===== config.mk =====
export PLATFORM = sky130hd
export DESIGN_NAME = dmg_clk_phase_monitor
export DESIGN_NICKNAME = d
export VERILOG_FILES = /design/src/rtl/dmg_clk_phase_monitor.sv
export SDC_FILE = /design/constraint.sdc
export NUM_CORES = 1
export LEC_CHECK = 0
export ABC_AREA = 0
export BUFFER_PORTS_ARGS = -buffer_cell sky130_fd_sc_hd__buf_2
export CAP_MARGIN = 20
export CORE_MARGIN = 4
export CORE_UTILIZATION = 45
export CTS_BUF_LIST = sky130_fd_sc_hd__clkbuf_8
export CTS_CLUSTER_DIAMETER = 40
export DETAILED_ROUTE_END_ITERATION = 12
export GPL_ROUTABILITY_DRIVEN = 1
export PLACE_DENSITY = 0.77
export SYNTH_ARGS = -nofsm -noshare
export SYNTH_HDL_FRONTEND = slang
export SYNTH_SLANG_ARGS = --single-unit

===== constraint.sdc =====
create_clock -name CLK -period 5.9 [get_ports CLK]
set_input_delay 1.475 -clock CLK [delete_from_list [all_inputs] [get_ports CLK]]
set_output_delay 1.475 -clock CLK [all_outputs]
set_load 0.01 [all_outputs]

===== src/rtl/dmg_clk_phase_monitor.sv =====
// ============================================================================
// dmg_clk_phase_monitor: phase-clock integrity checker and CPU T-state recovery.
// Optional good-M-cycle counter enabled by DMG_CLKMON_MCNT_EN.      Rev 1.0
// ============================================================================
`default_nettype none

module dmg_clk_phase_monitor #(
  parameter int MCYCLE_LEN  = 4,
  parameter int LOCK_CYCLES = 2,
  parameter int CNT_W       = 16
) (
  input  logic             CLK,
  input  logic             nRESET,
  input  logic             MAIN_CLK_P,
  input  logic             DATA_CLK_P,
  input  logic             INC_CLK_P,
  input  logic             ADR_CLK_P,
  input  logic             ADR_CLK_N,
  input  logic             CLK_ENA,
  input  logic             OSC_STABLE,
  input  logic             SYNC_RESET,
  input  logic             ERR_CLR,
  output logic             LOCKED,
  output logic [1:0]       T_STATE,
  output logic             ERR_PERIOD,
  output logic             ERR_DATA,
  output logic             ERR_INC,
  output logic             ERR_ADR,
  output logic [CNT_W-1:0] MCYCLE_CNT
);

  localparam logic [1:0] S_IDLE = 2'd0;
  localparam logic [1:0] S_ACQ  = 2'd1;
  localparam logic [1:0] S_SYNC = 2'd2;
  localparam logic [1:0] S_LOCK = 2'd3;

  localparam logic [2:0] PH_LAST = 3'(MCYCLE_LEN - 1);
  localparam logic [2:0] LOCK_G  = 3'(LOCK_CYCLES);

  logic [1:0] state_q, state_d;
  logic       main_prev_q, main_prev_d;
  logic       data_prev_q, data_prev_d;
  logic       inc_prev_q, inc_prev_d;
  logic [2:0] ph_q, ph_d;
  logic [1:0] d_cnt_q, d_cnt_d;
  logic [1:0] i_cnt_q, i_cnt_d;
  logic       adr_bad_q, adr_bad_d;
  logic [2:0] g_q, g_d;
  logic       locked_q, locked_d;
  logic [1:0] t_state_q, t_state_d;
  logic       err_period_q, err_period_d;
  logic       err_data_q, err_data_d;
  logic       err_inc_q, err_inc_d;
  logic       err_adr_q, err_adr_d;

  logic main_rise, data_rise, inc_rise;
  logic abort, checking, adr_fault, good, eval, eval_bad;

  assign main_rise = MAIN_CLK_P & ~main_prev_q;
  assign data_rise = DATA_CLK_P & ~data_prev_q;
  assign inc_rise  = INC_CLK_P  & ~inc_prev_q;
  assign abort     = ~OSC_STABLE | SYNC_RESET;
  assign checking  = CLK_ENA & ~abort & ((state_q == S_SYNC) | (state_q == S_LOCK));
  assign adr_fault = (ADR_CLK_P == ADR_CLK_N);
  assign good      = (ph_q == PH_LAST) & (d_cnt_q == 2'd1) & (i_cnt_q == 2'd1) & ~adr_bad_q;
  // A checked M-cycle closes on the MAIN rise sample that opens the next one.
  assign eval      = checking & main_rise;
  assign eval_bad  = eval & ~good;

  always_comb begin
    state_d     = state_q;
    main_prev_d = MAIN_CLK_P;
    data_prev_d = DATA_CLK_P;
    inc_prev_d  = INC_CLK_P;
    ph_d        = ph_q;
    d_cnt_d     = d_cnt_q;
    i_cnt_d     = i_cnt_q;
    adr_bad_d   = adr_bad_q;
    g_d         = g_q;

    if (CLK_ENA) begin
      if (main_rise) begin
        ph_d      = 3'd0;
        d_cnt_d   = {1'b0, data_rise};
        i_cnt_d   = {1'b0, inc_rise};
        adr_bad_d = checking & adr_fault;
      end else begin
        ph_d      = (ph_q == 3'd7) ? 3'd7 : ph_q + 3'd1;
        d_cnt_d   = (d_cnt_q == 2'd3) ? 2'd3 : d_cnt_q + {1'b0, data_rise};
        i_cnt_d   = (i_cnt_q == 2'd3) ? 2'd3 : i_cnt_q + {1'b0, inc_rise};
        adr_bad_d = adr_bad_q | (checking & adr_fault);
      end
    end

    if (abort) begin
      state_d = S_IDLE;
      g_d     = 3'd0;
    end else begin
      case (state_q)
        S_IDLE: state_d = S_ACQ;
        S_ACQ: begin
          if (CLK_ENA && main_rise) begin
            state_d = S_SYNC;
            g_d     = 3'd0;
          end
        end
        S_SYNC: begin
          if (eval) begin
            if (good) begin
              g_d = g_q + 3'd1;
              if (g_d == LOCK_G) state_d = S_LOCK;
            end else begin
              g_d = 3'd0;
            end
          end
        end
        default: begin
          if (eval_bad) begin
            state_d = S_SYNC;
            g_d     = 3'd0;
          end
        end
      endcase
    end

    // A flag set on this edge overrides a simultaneous clear.
    err_period_d = (eval_bad & (ph_q != PH_LAST))    | (err_period_q & ~ERR_CLR);
    err_data_d   = (eval_bad & (d_cnt_q != 2'd1))    | (err_data_q   & ~ERR_CLR);
    err_inc_d    = (eval_bad & (i_cnt_q != 2'd1))    | (err_inc_q    & ~ERR_CLR);
    err_adr_d    = (checking & adr_fault)            | (err_adr_q    & ~ERR_CLR);

    locked_d  = (state_d == S_LOCK);
    t_state_d = locked_d ? ph_d[1:0] : 2'b00;
  end

  always_ff @(posedge CLK or negedge nRESET) begin
    if (!nRESET) begin
      state_q      <= S_IDLE;
      main_prev_q  <= 1'b0;
      data_prev_q  <= 1'b0;
      inc_prev_q   <= 1'b0;
      ph_q         <= 3'd0;
      d_cnt_q      <= 2'd0;
      i_cnt_q      <= 2'd0;
      adr_bad_q    <= 1'b0;
      g_q          <= 3'd0;
      locked_q     <= 1'b0;
      t_state_q    <= 2'd0;
      err_period_q <= 1'b0;
      err_data_q   <= 1'b0;
      err_inc_q    <= 1'b0;
      err_adr_q    <= 1'b0;
    end else begin
      state_q      <= state_d;
      main_prev_q  <= main_prev_d;
      data_prev_q  <= data_prev_d;
      inc_prev_q   <= inc_prev_d;
      ph_q         <= ph_d;
      d_cnt_q      <= d_cnt_d;
      i_cnt_q      <= i_cnt_d;
      adr_bad_q    <= adr_bad_d;
      g_q          <= g_d;
      locked_q     <= locked_d;
      t_state_q    <= t_state_d;
      err_period_q <= err_period_d;
      err_data_q   <= err_data_d;
      err_inc_q    <= err_inc_d;
      err_adr_q    <= err_adr_d;
    end
  end

`ifdef DMG_CLKMON_MCNT_EN
  logic [CNT_W-1:0] mcnt_q, mcnt_d;

  always_comb begin
    mcnt_d = mcnt_q;
    if (state_d == S_IDLE) begin
      mcnt_d = '0;
    end else if (eval && good && (state_q == S_LOCK)) begin
      mcnt_d = mcnt_q + CNT_W'(1);
    end
  end

  always_ff @(posedge CLK or negedge nRESET) begin
    if (!nRESET) begin
      mcnt_q <= '0;
    end else begin
      mcnt_q <= mcnt_d;
    end
  end

  assign MCYCLE_CNT = mcnt_q;
`else
  assign MCYCLE_CNT = '0;
`endif

  assign LOCKED     = locked_q;
  assign T_STATE    = t_state_q;
  assign ERR_PERIOD = err_period_q;
  assign ERR_DATA   = err_data_q;
  assign ERR_INC    = err_inc_q;
  assign ERR_ADR    = err_adr_q;

endmodule

`default_nettype wire


# == Yosys cells after proc, flatten, opt, wreduce, memory -nomap -nowiden ==
# Index checks and enable logic that the tools add are counted.
# totals
regBits,23
input_bits,11
out_inout_bits,23
elab_cells,97
# op_classes
n_addsub,4
n_eq_ne,18
muxes,22
bitwise_logic,33
n_reduce_logical,4
# op_table
op,n
$mux W2,12
$mux W3,7
$and A1 B1 Y1,18
$eq A2 B2 Y1 const B,5
$pmux W3 S3,1
$not A1 Y1,8
$or A1 B1 Y1,7
$add A3 B1 Y3 const B,2
$eq A2 B1 Y1 const B,3
$eq A3 B2 Y1 const B,2
$ne A3 B3 Y1 const B,2
$pmux W2 S3,1
$add A2 B1 Y2,2
$ne A2 B1 Y1 const B,2
$reduce_and A4 Y1,1
$reduce_bool A4 Y1,1
$eq A3 B3 Y1 const B,1
$ne A3 B2 Y1 const B,1
$logic_not A2 Y1,1
$ne A2 B2 Y1 const B,1
$eq A1 B1 Y1,1
$logic_and A1 B1 Y1,1
$mux W1,1

# == Depth between registers and ports, before layout ==
# logic_depth
ltp_word,12
ltp_mapped,7
mapped_depth_nobuf,7

# == Least setup slack after synthesis ==
# OpenSTA, ideal clock, no wires.
# synth_timing
path_kind,in2reg
startpoint,in SYNC_RESET
endpoint,"reg t_state_q[0], in the netlist T_STATE[0]"
setup_time_ns,0.088
arrival_ns,2.653
t_required_ns,5.812
path_slack_ns,3.159
path_stages,6
path_buffers,1
path_cell_list,nand2b_1 -> clkbuf_1 -> or3_1 -> o31ai_2 -> o221ai_2 -> nor3b_1
# synth_between
elab_chain_len,11
word_cells_on_any_way,12
cone_classes,eq/ne: 1; mux: 5; bitwise: 6
# synth_rtl
item,line_no,text
"start, declared",21,"input logic SYNC_RESET,"
$or A1 B1 Y1 (*),62,assign abort = ~OSC_STABLE | SYNC_RESET;
$not A1 Y1,63,assign checking = CLK_ENA & ~abort & ((state_q == S_SYNC) | (state_q == S_LOCK));
$and A1 B1 Y1 (2 in a row),63,
$and A1 B1 Y1,67,assign eval = checking & main_rise;
$and A1 B1 Y1,68,assign eval_bad = eval & ~good;
$mux W2,118,if (eval_bad) begin
$pmux W2 S3,99,case (state_q)
$mux W2 (*),95,if (abort) begin
$eq A2 B2 Y1 (*),132,locked_d = (state_d == S_LOCK);
$mux W2 (*),133,t_state_d = locked_d ? ph_d[1:0] : 2'b00;
net t_state_d[0],50,"logic [1:0] t_state_q, t_state_d;"
"end signal, assigned",164,t_state_q <= t_state_d;
"end, declared",50,
# Mark *: on every way through the listed nets, which the timed path passes. The rest lies on a longest branch.
# A chain may end at the register's enable or synchronous reset.

# == Worst setup path in the final report ==
# layout_timing
startpoint,in CLK_ENA
endpoint,"reg t_state_q[1], in the netlist T_STATE[1]"
# layout_between
elab_chain_len,9
word_cells_on_any_way,13
cone_classes,eq/ne: 1; mux: 7; bitwise: 4; reduce/logical: 1
# layout_rtl
item,line_no,text
"start, declared",19,"input logic CLK_ENA,"
$and A1 B1 Y1 (2 in a row),63,
$and A1 B1 Y1,67,
$and A1 B1 Y1,68,
$mux W2,118,
$pmux W2 S3,99,
$mux W2,95,
$eq A2 B2 Y1,132,
$mux W2 (*),133,
net t_state_d[1],50,
# Marks and branches as above.

==> results_dict.tcl <==
set metrics [dict create \
    setup_viol 0 \
    clk_latency_ns 0.26 \
    grt_pass1_vias 1002 \
    seq_area_um2 576 \
    ys_ff_latch 23 \
    worstPathCellList "buf_2 > nand3b_1 > nor3_1 > a21oi_1 > o221ai_2 > nor3b_1" \
    ys.flop_type "dfrtp_1" \
    cts_resized 0 \
    drive_gt1_share_pct 17.6 \
    cp-end-kind "register" \
    period_minus_slack_ns 2.81 \
    dp_slack_ns 2.85 \
    synth_warnings 0 \
    path_clk_slew_ns 0.08 \
    slew_headroom_pct 63.4 \
    n_fill_cell 259 \
    yosysSeqAreaShare_pct 41.4 \
    max_stage_delay_ns 0.50 \
    rows 19 \
    rsz0062_at_grt "false" \
    ir_drop_mv 0.149 \
    cts_buffers 3 \
    cap_violations 0 \
    final_common_cell "dfrtp_1" \
    critPathTopFamily "simple AND/OR/NAND/NOR gates" \
    comb_power_share_pct 21.9 \
    core_area_mm2 0.00285 \
    p_sw_share_pct 29.9 \
    crit_required_ns 6.03 \
    vias 1009 \
    fin_ws_ns 3.09 \
    cts_root_buf "clkbuf_8" \
    drt_pass1_iterations 4 \
    critPathBufInv 1 \
    multi_input_area_um2 691 \
    leakage_uw 0.000732 \
    cts_buffer_depth 2 \
    ios 34 \
    worstSetupPathType "in -> reg" \
    drt_iter0_markers 41 \
    fp.dieArea_mm2 0.00404 \
    gp_congestion 0.873 \
    syn_avg_cell_area_um2 9.39 \
    die_h_um 63.6 \
    ctsHoldBuffers 0 \
    antenna_found_initial 0 \
    setup_tns_ns 0 \
    yosys.cell_types.count 36 \
    worst-path-max-fanout 17 \
    tightest_slew_ns 0.544 \
    area_growth_pct 7.02 \
    grt_pass1_wl_um 4360 \
    grt_max_degree 24 \
    synth_cells 148 \
    fin_crit_sh_pct 47.7 \
    cp-start-kind "input port" \
    wl_per_cell_um 12.8 \
    hold_path.class "reg -> reg" \
    p_clk_share_pct 26.6 \
    num_antenna_cells 0 \
    nNetsFinal 186 \
    arrival_ns 2.95 \
    internal-power_uw 261 \
    outcome "completed" \
    io_buffers 17 \
    grt_overflow 0 \
    power_switching_uw 111 \
    groute.usage.overall_pct 13.3 \
    drc_errors 0 \
    syn_area_mm2 0.00139 \
    cts_setup_buffers 0 \
    htree_num_levels 1 \
    final_cell_mix "23 x dfrtp_1, 17 x nand2_1, 17 x buf_2" \
    powerDensity_mw_per_mm2 251 \
    via_per_inst 5.15 \
    slew_violations 0 \
    power_frac_seq_pct 51.4 \
    cpMaxStageDelayCell "nor3_1" \
    die_w_um 63.6 \
    hpwl_um 1990 \
    fin_skew_ns 0.00399 \
    finalHoldViolCount 0 \
    synth_edf_count 0 \
    ys_async_sr_fraction_pct 100 \
    start_util_pct 48.7 \
    cts_tree "yes" \
    ant_nets 0 \
    wirelength_um 2510 \
    fmax_ghz 0.355 \
    cts.sinks 23 \
    p_total_uw 373 \
]
[logic make-up (layout without fill, tap and decap cells)]
| group | count (synthesis) | count (layout) | share of synthesized area, % |
|---|---|---|---|
| AO/OA/AOI/OAI | 25 | 25 | 11.9 |
| XOR/XNOR | 2 | 2 | 1.26 |
| adder cells (fa/ha/maj) | 9 | 9 | 8.10 |
| buffers and inverters | 32 | 34 | 13.0 |
| flip-flops | 23 | 23 | 41.4 |
| multiplexers | 2 | 2 | 1.62 |
| other | 1 | 16 | 0.270 |
| AND/OR/NAND/NOR | 54 | 54 | 22.5 |
[path summary, 6_finish.rpt]
| path | start | to | slack, ns | cells past startpoint |
|---|---|---|---|---|
| max reg2reg | state_q[0] | T_STATE[1] | 3.80 | 7 |
| max | CLK_ENA | T_STATE[1] | 3.09 | 6 |
| min | ERR_INC | ERR_INC | 0.52 | 2 |
| max in group asynchronous | nRESET | ERR_ADR | 4.39 | 1 |
| min in group asynchronous | nRESET | i_cnt_q[1] | 1.17 | 1 |
| min reg2reg | ERR_INC | ERR_INC | 0.52 | 2 |
[metal layers]
layer	global-route usage (%)	up-vias	routed length, um
li1	-	502	-
met1	15.5	472	1080
met2	24.3	35	1240
met3	4.26	0	194
met4	1.62	0	0
met5	0	-	0
[cell type report]
cell class | instances | area share [%]
multi-input cells | 108 | 46.4
flip-flops and latches | 23 | 38.7
repair buffers | 17 | 5.72
inverters | 13 | 3.28
clock buffers | 3 | 2.78
well taps | 31 | 2.61
clock inverters | 1 | 0.505
[worst min-delay path: stages, from the launching register on]
cell and delay, ns:
dfrtp_1 0.38, inv_1 0.05, o21ai_0 0.06
[cell usage after synthesis (all sizes together) (2+ instances only)]
| cell | n | share of area [%] |
|---|---|---|
| nand3b | 3 | 1.6 |
| nor2b | 4 | 1.8 |
| buf | 16 | 8.6 |
| a22o | 2 | 1.3 |
| clkbuf | 3 | 0.81 |
| nand3 | 5 | 1.8 |
| or4 | 2 | 1.4 |
| a21oi | 8 | 2.9 |
| o21ai | 8 | 2.9 |
| inv | 13 | 3.5 |
| nor3b | 2 | 1.1 |
| mux2 | 2 | 1.6 |
| nor3 | 2 | 0.72 |
| ha | 9 | 8.1 |
| o31ai | 3 | 2.0 |
| nand2b | 7 | 4.2 |
| nor2 | 5 | 1.4 |
| dfrtp | 23 | 41 |
| nand2 | 17 | 4.6 |
[power groups by stage]
stage / Combinational, uW / Sequential (uW) / Clock (uW)
2_1_floorplan: 70.3 / 191 / 0
3_3_place_gp: 76.0 / 193 / 0
3_5_place_dp: 82.8 / 195 / 0
4_1_cts: 83.0 / 192 / 103
5_1_grt: 94.0 / 195 / 109
6_report: 81.8 / 192 / 99.2
[sequential cells by signal, indices dropped and copies added (netlist names)]
name         count
ERR_ADR          1
ERR_DATA         1
ERR_INC          1
ERR_PERIOD       1
LOCKED           1
T_STATE          2
adr_bad_q        1
d_cnt_q          2
data_prev_q      1
g_q              3
i_cnt_q          2
inc_prev_q       1
main_prev_q      1
ph_q             3
state_q          2
[through the flow]
step,hold slack (ns),cells,area [um^2],utilization (%)
after global routing,0.562,196,1490,52.1
final,0.524,196,1490,52.1
after floorplan,0.473,163,1450,-
after detailed placement,0.512,192,1440,50.4
after CTS,0.530,196,1490,52.1
after global placement,0.506,192,1440,50.4
Note: power is estimated with default switching activity, not from simulation.
